### config.mk
export PLATFORM = sky130hd
export DESIGN_NAME = n_bit_counter_flat
export DESIGN_NICKNAME = d
export VERILOG_FILES = /design/src/rtl/n_bit_counter_if.sv /design/src/rtl/n_bit_counter.sv /design/src/flat_wrapper.sv
export SDC_FILE = /design/constraint.sdc
export NUM_CORES = 1
export LEC_CHECK = 0
export CAP_MARGIN = 25
export CELL_PAD_IN_SITES_DETAIL_PLACEMENT = 0
export CELL_PAD_IN_SITES_GLOBAL_PLACEMENT = 1
export CORE_MARGIN = 2
export CORE_UTILIZATION = 33
export CTS_CLUSTER_DIAMETER = 120
export DETAILED_ROUTE_END_ITERATION = 6
export PLACE_DENSITY_LB_ADDON = 0.1
export SLEW_MARGIN = 5
export SYNTH_ARGS = -nofsm -noshare
export SYNTH_HDL_FRONTEND = slang
export SYNTH_SLANG_ARGS = --single-unit
### constraint.sdc
create_clock -name clk -period 2.34 [get_ports clk]
set_input_delay 0.351 -clock clk [delete_from_list [all_inputs] [get_ports clk]]
set_output_delay 0.351 -clock clk [all_outputs]
set_load 0.05 [all_outputs]
### src/rtl/n_bit_counter_if.sv
// n_bit_counter_if: control and count bus between a counter and its driver
interface n_bit_counter_if #(
   parameter int WIDTH = 8
);
   logic             enable;
   logic             mode;
   logic             preset;
   logic             load;
   logic [WIDTH-1:0] load_value;
   logic [WIDTH-1:0] out;
   logic             terminal;
   logic             boundary;
   modport master (output enable, mode, preset, load, load_value, input out, terminal, boundary);
   modport slave  (input enable, mode, preset, load, load_value, output out, terminal, boundary);
endinterface

### src/rtl/n_bit_counter.sv
// n_bit_counter: up/down modulo or saturating counter with preset, clamped load
// and a registered pulse on every wrap or blocked saturation step
module n_bit_counter #(
   parameter int               WIDTH        = 8,
   parameter logic [WIDTH-1:0] MAX_VALUE    = '1,
   parameter logic [WIDTH-1:0] PRESET_VALUE = MAX_VALUE,
   parameter bit               SATURATE     = 1'b0
) (
   input logic          clk,
   input logic          clear,
   n_bit_counter_if.slave bus
);
   logic [WIDTH-1:0] nxt;
   logic             top, bot, hit;
   assign top          = bus.out == MAX_VALUE;
   assign bot          = bus.out == '0;
   assign hit          = bus.enable && (bus.mode ? bot : top);
   assign bus.terminal = bus.mode ? bot : top;
   assign nxt = bus.preset  ? PRESET_VALUE :
                bus.load    ? (bus.load_value > MAX_VALUE ? MAX_VALUE : bus.load_value) :
                !bus.enable ? bus.out :
                bus.mode    ? (bot ? (SATURATE ? '0 : MAX_VALUE) : bus.out - 1'b1) :
                              (top ? (SATURATE ? MAX_VALUE : '0) : bus.out + 1'b1);
   // a load or preset on a boundary edge overrides the step, so no pulse
   always_ff @(posedge clk) begin
      if (clear) begin
         bus.out      <= '0;
         bus.boundary <= 1'b0;
      end else begin
         bus.out      <= nxt;
         bus.boundary <= hit && !bus.preset && !bus.load;
      end
   end
endmodule

### src/flat_wrapper.sv
// flat-port wrapper written by rule: the top's interface ports become plain ports
module n_bit_counter_flat 
#(
   parameter int               WIDTH        = 8,
   parameter logic [WIDTH-1:0] MAX_VALUE    = '1,
   parameter logic [WIDTH-1:0] PRESET_VALUE = MAX_VALUE,
   parameter bit               SATURATE     = 1'b0
)
  (clk, clear, bus_enable, bus_mode, bus_preset, bus_load, bus_load_value, bus_out, bus_terminal, bus_boundary);
  n_bit_counter_if #(.WIDTH(WIDTH)) bus_i ();
  input logic clk;
  input logic clear;
  input wire logic [$bits(bus_i.enable)-1:0] bus_enable;
  input wire logic [$bits(bus_i.mode)-1:0] bus_mode;
  input wire logic [$bits(bus_i.preset)-1:0] bus_preset;
  input wire logic [$bits(bus_i.load)-1:0] bus_load;
  input wire logic [$bits(bus_i.load_value)-1:0] bus_load_value;
  output wire logic [$bits(bus_i.out)-1:0] bus_out;
  output wire logic [$bits(bus_i.terminal)-1:0] bus_terminal;
  output wire logic [$bits(bus_i.boundary)-1:0] bus_boundary;
  assign bus_i.enable = bus_enable;
  assign bus_i.mode = bus_mode;
  assign bus_i.preset = bus_preset;
  assign bus_i.load = bus_load;
  assign bus_i.load_value = bus_load_value;
  assign bus_out = bus_i.out;
  assign bus_terminal = bus_i.terminal;
  assign bus_boundary = bus_i.boundary;
  n_bit_counter #(.WIDTH(WIDTH), .MAX_VALUE(MAX_VALUE), .PRESET_VALUE(PRESET_VALUE), .SATURATE(SATURATE)) u_core (.clk(clk), .clear(clear), .bus(bus_i));
endmodule
==> Word level (Yosys, flattened, before mapping) <==
Cells that the tools add are included.
{ "word_totals": {"ff_bits": 9, "inputBits": 14, "output_inout_bits": 10, "wordCells": 21} }
{ "op_classes": {"n_addsub": 2, "order_cmp": 1, "eq_ne": 1, "n_mux": 8, "reduce_logical": 7} }
{ "op_table": {"columns": ["operator", "n"], "rows": [
  ["$mux 8", 7],
  ["$add 8x1->8 const B", 1],
  ["$eq 8x8->1 const B", 1],
  ["$gt 8x8->1 const B", 1],
  ["$logic_not 8->1", 1],
  ["$sub 8x1->8 const B", 1],
  ["$logic_and 1x1->1", 3],
  ["$reduce_bool 3->1", 1],
  ["$logic_not 1->1", 2],
  ["$mux 1", 1]
]} }

==> Logic depth before layout (Yosys ltp) <==
{ "depth": {"word_depth": 6, "mapped_depth": 7, "mapped_depth_nobuf": 6} }

==> Worst setup path after synthesis <==
No wires, ideal clock.
{ "synth_path": {"path_type": "flip-flop to output port", "start": "register u_core.bus.out[4]", "end": "output bus_terminal", "arrival_time_ns": 2.071, "required_ns": 1.989, "slack_ns": -0.082, "path_stages_with_launch": 5, "n_path_buf": 1, "cell_sequence": "dfxtp_1 -> buf_2 -> and4_1 -> nand4_1 -> o21ai_1"} }
{ "synth_between": {"elab_chain_cells": 2, "word_cells_on_any_way": 3, "cone_classes": "1 x eq/ne; 1 x mux; 1 x reduce/logical"} }
{ "synth_rtl": {"columns": ["item", "line", "text"], "rows": [
  ["from (decl)", "n_bit_counter_if.sv:14", "modport slave (input enable, mode, preset, load, load_value, output out, terminal, boundary);"],
  ["from (signal assigned)", "n_bit_counter.sv:30", "bus.out <= nxt;"],
  ["$eq 8x8->1 / $logic_not 8->1 (equally long branches)", "n_bit_counter.sv:15, n_bit_counter.sv:16", null],
  ["$mux 1 *", "n_bit_counter.sv:18", "assign bus.terminal = bus.mode ? bot : top;"],
  ["to (decl)", "flat_wrapper.sv:19", "output wire logic [$bits(bus_i.terminal)-1:0] bus_terminal;"]
]} }
Every way passes the cells marked *; elsewhere a longest branch is shown, timed or not.

==> Worst setup path in the final report <==
{ "layout_path": {"start": "register u_core.bus.out[0]", "end": "output bus_terminal"} }
Same word-level chain as after synthesis.

==> flow_summary.json <==
{
  "drv_slew": 0,
  "rsz0062_at_grt": "false",
  "cp_data_required_time_ps": 1990,
  "overflow": 0,
  "period_share_pct": 94.61,
  "core-area_um2": 2477,
  "detail-route-antenna-nets": 0,
  "synth_warnings": 0,
  "worstSetupPathType": "reg -> out",
  "nets": 158,
  "slew_headroom_pct": 67.03,
  "timing.final.crit_period_ps": 2214,
  "clk_latency_ps": 270,
  "crit_path_max_fanout": 11,
  "cts-htree-levels": 1,
  "num_vias": 910,
  "critPathLaunchType": "register",
  "clock.fmax_mhz": 451.7,
  "skew_ps": 6.255,
  "yosysUniqueCellTypes": 38,
  "area.growth.synth_to_final_pct": 35.37,
  "tns_ps": 0,
  "wl_met3_um": 161,
  "m1WireLength_um": 1121,
  "cts_buffer_depth": 2,
  "endpoint_kind": "output pin",
  "hp-class": "in -> reg",
  "routed_via_density": 5.353,
  "path_clk_slew_ps": 70,
  "finalHoldViolations": 0,
  "top_layer": "met4",
  "avgSynthCellArea_um2": 7.347,
  "wl_met2_um": 1188,
  "drt-pass1-iter-count": 5,
  "grt_usage_pct": 18.14,
  "die_x_um": 55.04,
  "peakVddDrop_uv": 360.2,
  "io_pins": 24,
  "grt_pass1_vias": 815,
  "drc": 0,
  "postCtsSetupRepairBufs": 0,
  "drt_iter0_markers": 9,
  "rows": 18,
  "dp_hpwl_um": 1842,
  "ys_ff_latch": 9,
  "detail_route.wl_per_cell_um": 14.62,
  "port_buffers": 23,
  "syn_nets": 134,
  "arrival_ps": 1860,
  "totalWireLength_um": 2485,
  "powerDensity_nw_per_um2": 464.3,
  "static-leakage-power_nw": 0.4581,
  "netlist_area_um2": 859.6,
  "clock-sinks": 9,
  "start_util_pct": 34.70,
  "status": "finished clean",
  "syn_inst": 117,
  "drive_gt1_share_pct": 11.43,
  "die-height_um": 55.04,
  "gp_congestion": 0.7692,
  "grt_max_degree": 12,
  "cts-root-buf": "clkbuf_4",
  "maxCapViolations": 0,
  "worst_pin_slew_ps": 493.1,
  "antenna_found_initial": 0,
  "dieArea_um2": 3029,
  "yosysSeqAreaShare_pct": 20.96,
  "n_antenna_cell": 0,
  "grt_pass1_wl_um": 3836,
  "numCtsBuffers": 3,
  "setup_viol": 0,
  "cts_tree": "built",
  "fin_util_pct": 46.97
}
-- where the power goes --
group          switching (mW)  total [mW]  internal [mW]
clock network          0.0654       0.131         0.0660
registers              0.0273       0.193          0.165
logic                   0.122       0.216         0.0946
total                   0.214       0.540          0.326
-- cell families (layout without fill, tap and decap cells) --
logic type	count (synthesis)	in the layout	synth area share [%]
and+or+nand+nor	45	45	30.13
AOI/OAI and AO/OA	32	32	25.91
buffers and inverters	20	43	10.33
DFF	9	9	20.96
xor gates and xnor gates	7	7	7.133
adders and majority gates	3	3	4.367
muxes	1	1	1.165
-- what timing repair did --
| action | in CTS | in global routing |
|---|---|---|
| resized for setup | 0 | 1 |
| hold buffers | 0 | 0 |
| endpoints found under the setup margin | 0 | 1 |
-- worst max-delay path, cell delays in order, from the launching register on --
cell and delay (ps):
dfxtp_1 570, ha_1 370, nand4_1 230, o21ai_2 260
buf_12 170
-- through the flow --
step	cells	area, um2	hold WS [ps]	setup slack, ps	power (mW)
6_report	170	1164	745.8	126.0	0.5402
5_1_grt	170	1164	763.8	10.29	0.5699
4_1_cts	170	1161	732.1	136.0	0.5438
3_5_place_dp	166	1135	736.6	326.1	0.4099
3_3_place_gp	166	1135	730.6	332.2	0.4108
2_1_floorplan	117	863.3	420.1	168.2	0.3364
-- final cells by class --
| class | count | area (um2) |
|---|---|---|
| Fill cell | 266 | 1314 |
| Timing Repair Buffer | 29 | 285.3 |
| Inverter | 10 | 37.54 |
| Clock buffer | 4 | 26.28 |
| Tap cell | 30 | 37.54 |
| Multi-Input combinational cell | 88 | 596.8 |
| Sequential cell | 9 | 180.2 |
-- layout by cell type, fill, tap and decap left out, drive strengths merged, types with 2 or more instances in the layout --
cell and n:
and2 2, and4 2, xor2 2, dfxtp 9, nand4 3, buf 7
a221oi 2, nor3 11, inv 10, nor2 9, nand2 6, o21ai 2
a21oi 14, nand3 4, clkdlybuf4s50 22, clkbuf 4, a2111oi 4, a311oi 2
nor2b 2, ha 3, o21bai 2, xnor2 5
-- worst paths after layout --
kind,start,end,slack [ps],depth (start not counted)
min reg2reg,u_core.bus.out[0]$_SDFFE_PP0P_,u_core.bus.out[0]$_SDFFE_PP0P_,750,1
max reg2reg,u_core.bus.out[0]$_SDFFE_PP0P_,u_core.bus.out[5]$_SDFFE_PP0P_,550,6
min,bus_load_value[1],u_core.bus.out[1]$_SDFFE_PP0P_,750,3
max,u_core.bus.out[0]$_SDFFE_PP0P_,bus_terminal,130,4
-- cell usage after synthesis, drive strengths merged --
library cell | instances | share of area (%)
and2 | 2 | 1.5
nor4b | 1 | 1.0
xor2 | 2 | 2.0
o22ai | 1 | 0.73
o211a | 1 | 1.2
a21oi | 14 | 8.2
and3 | 1 | 0.73
mux2i | 1 | 1.2
xnor2 | 5 | 5.1
dfxtp | 9 | 21
o21bai | 2 | 1.7
and4 | 2 | 2.0
nand3 | 4 | 2.3
a311oi | 2 | 2.0
buf | 7 | 4.7
inv | 10 | 4.4
nand2b | 1 | 0.73
a221oi | 2 | 2.0
o21a | 1 | 0.87
and3b | 1 | 1.0
nand4 | 3 | 2.2
nor3b | 1 | 1.5
nor3 | 11 | 7.7
a2111oi | 4 | 5.2
nand2 | 6 | 2.6
clkbuf | 3 | 1.3
nor4 | 1 | 1.5
nor2 | 9 | 3.9
ha | 3 | 4.4
a211oi | 1 | 0.87
a21o | 1 | 0.87
nor2b | 2 | 1.5
a211o | 1 | 1.0
o21ai | 2 | 1.2
-- routing by layer --
layer | global-route usage [%] | vias to the layer above
li1 | - | 466
met1 | 22.24 | 417
met2 | 31.75 | 25
met3 | 5.645 | 2
met4 | 2.439 | 0
met5 | 0 | -
-- registers in the layout, summed over array words and instances, names as in the netlist --
register,cells
u_core.bus.out,8
u_core.bus.boundary,1
Power figures use the tool's default switching activity.
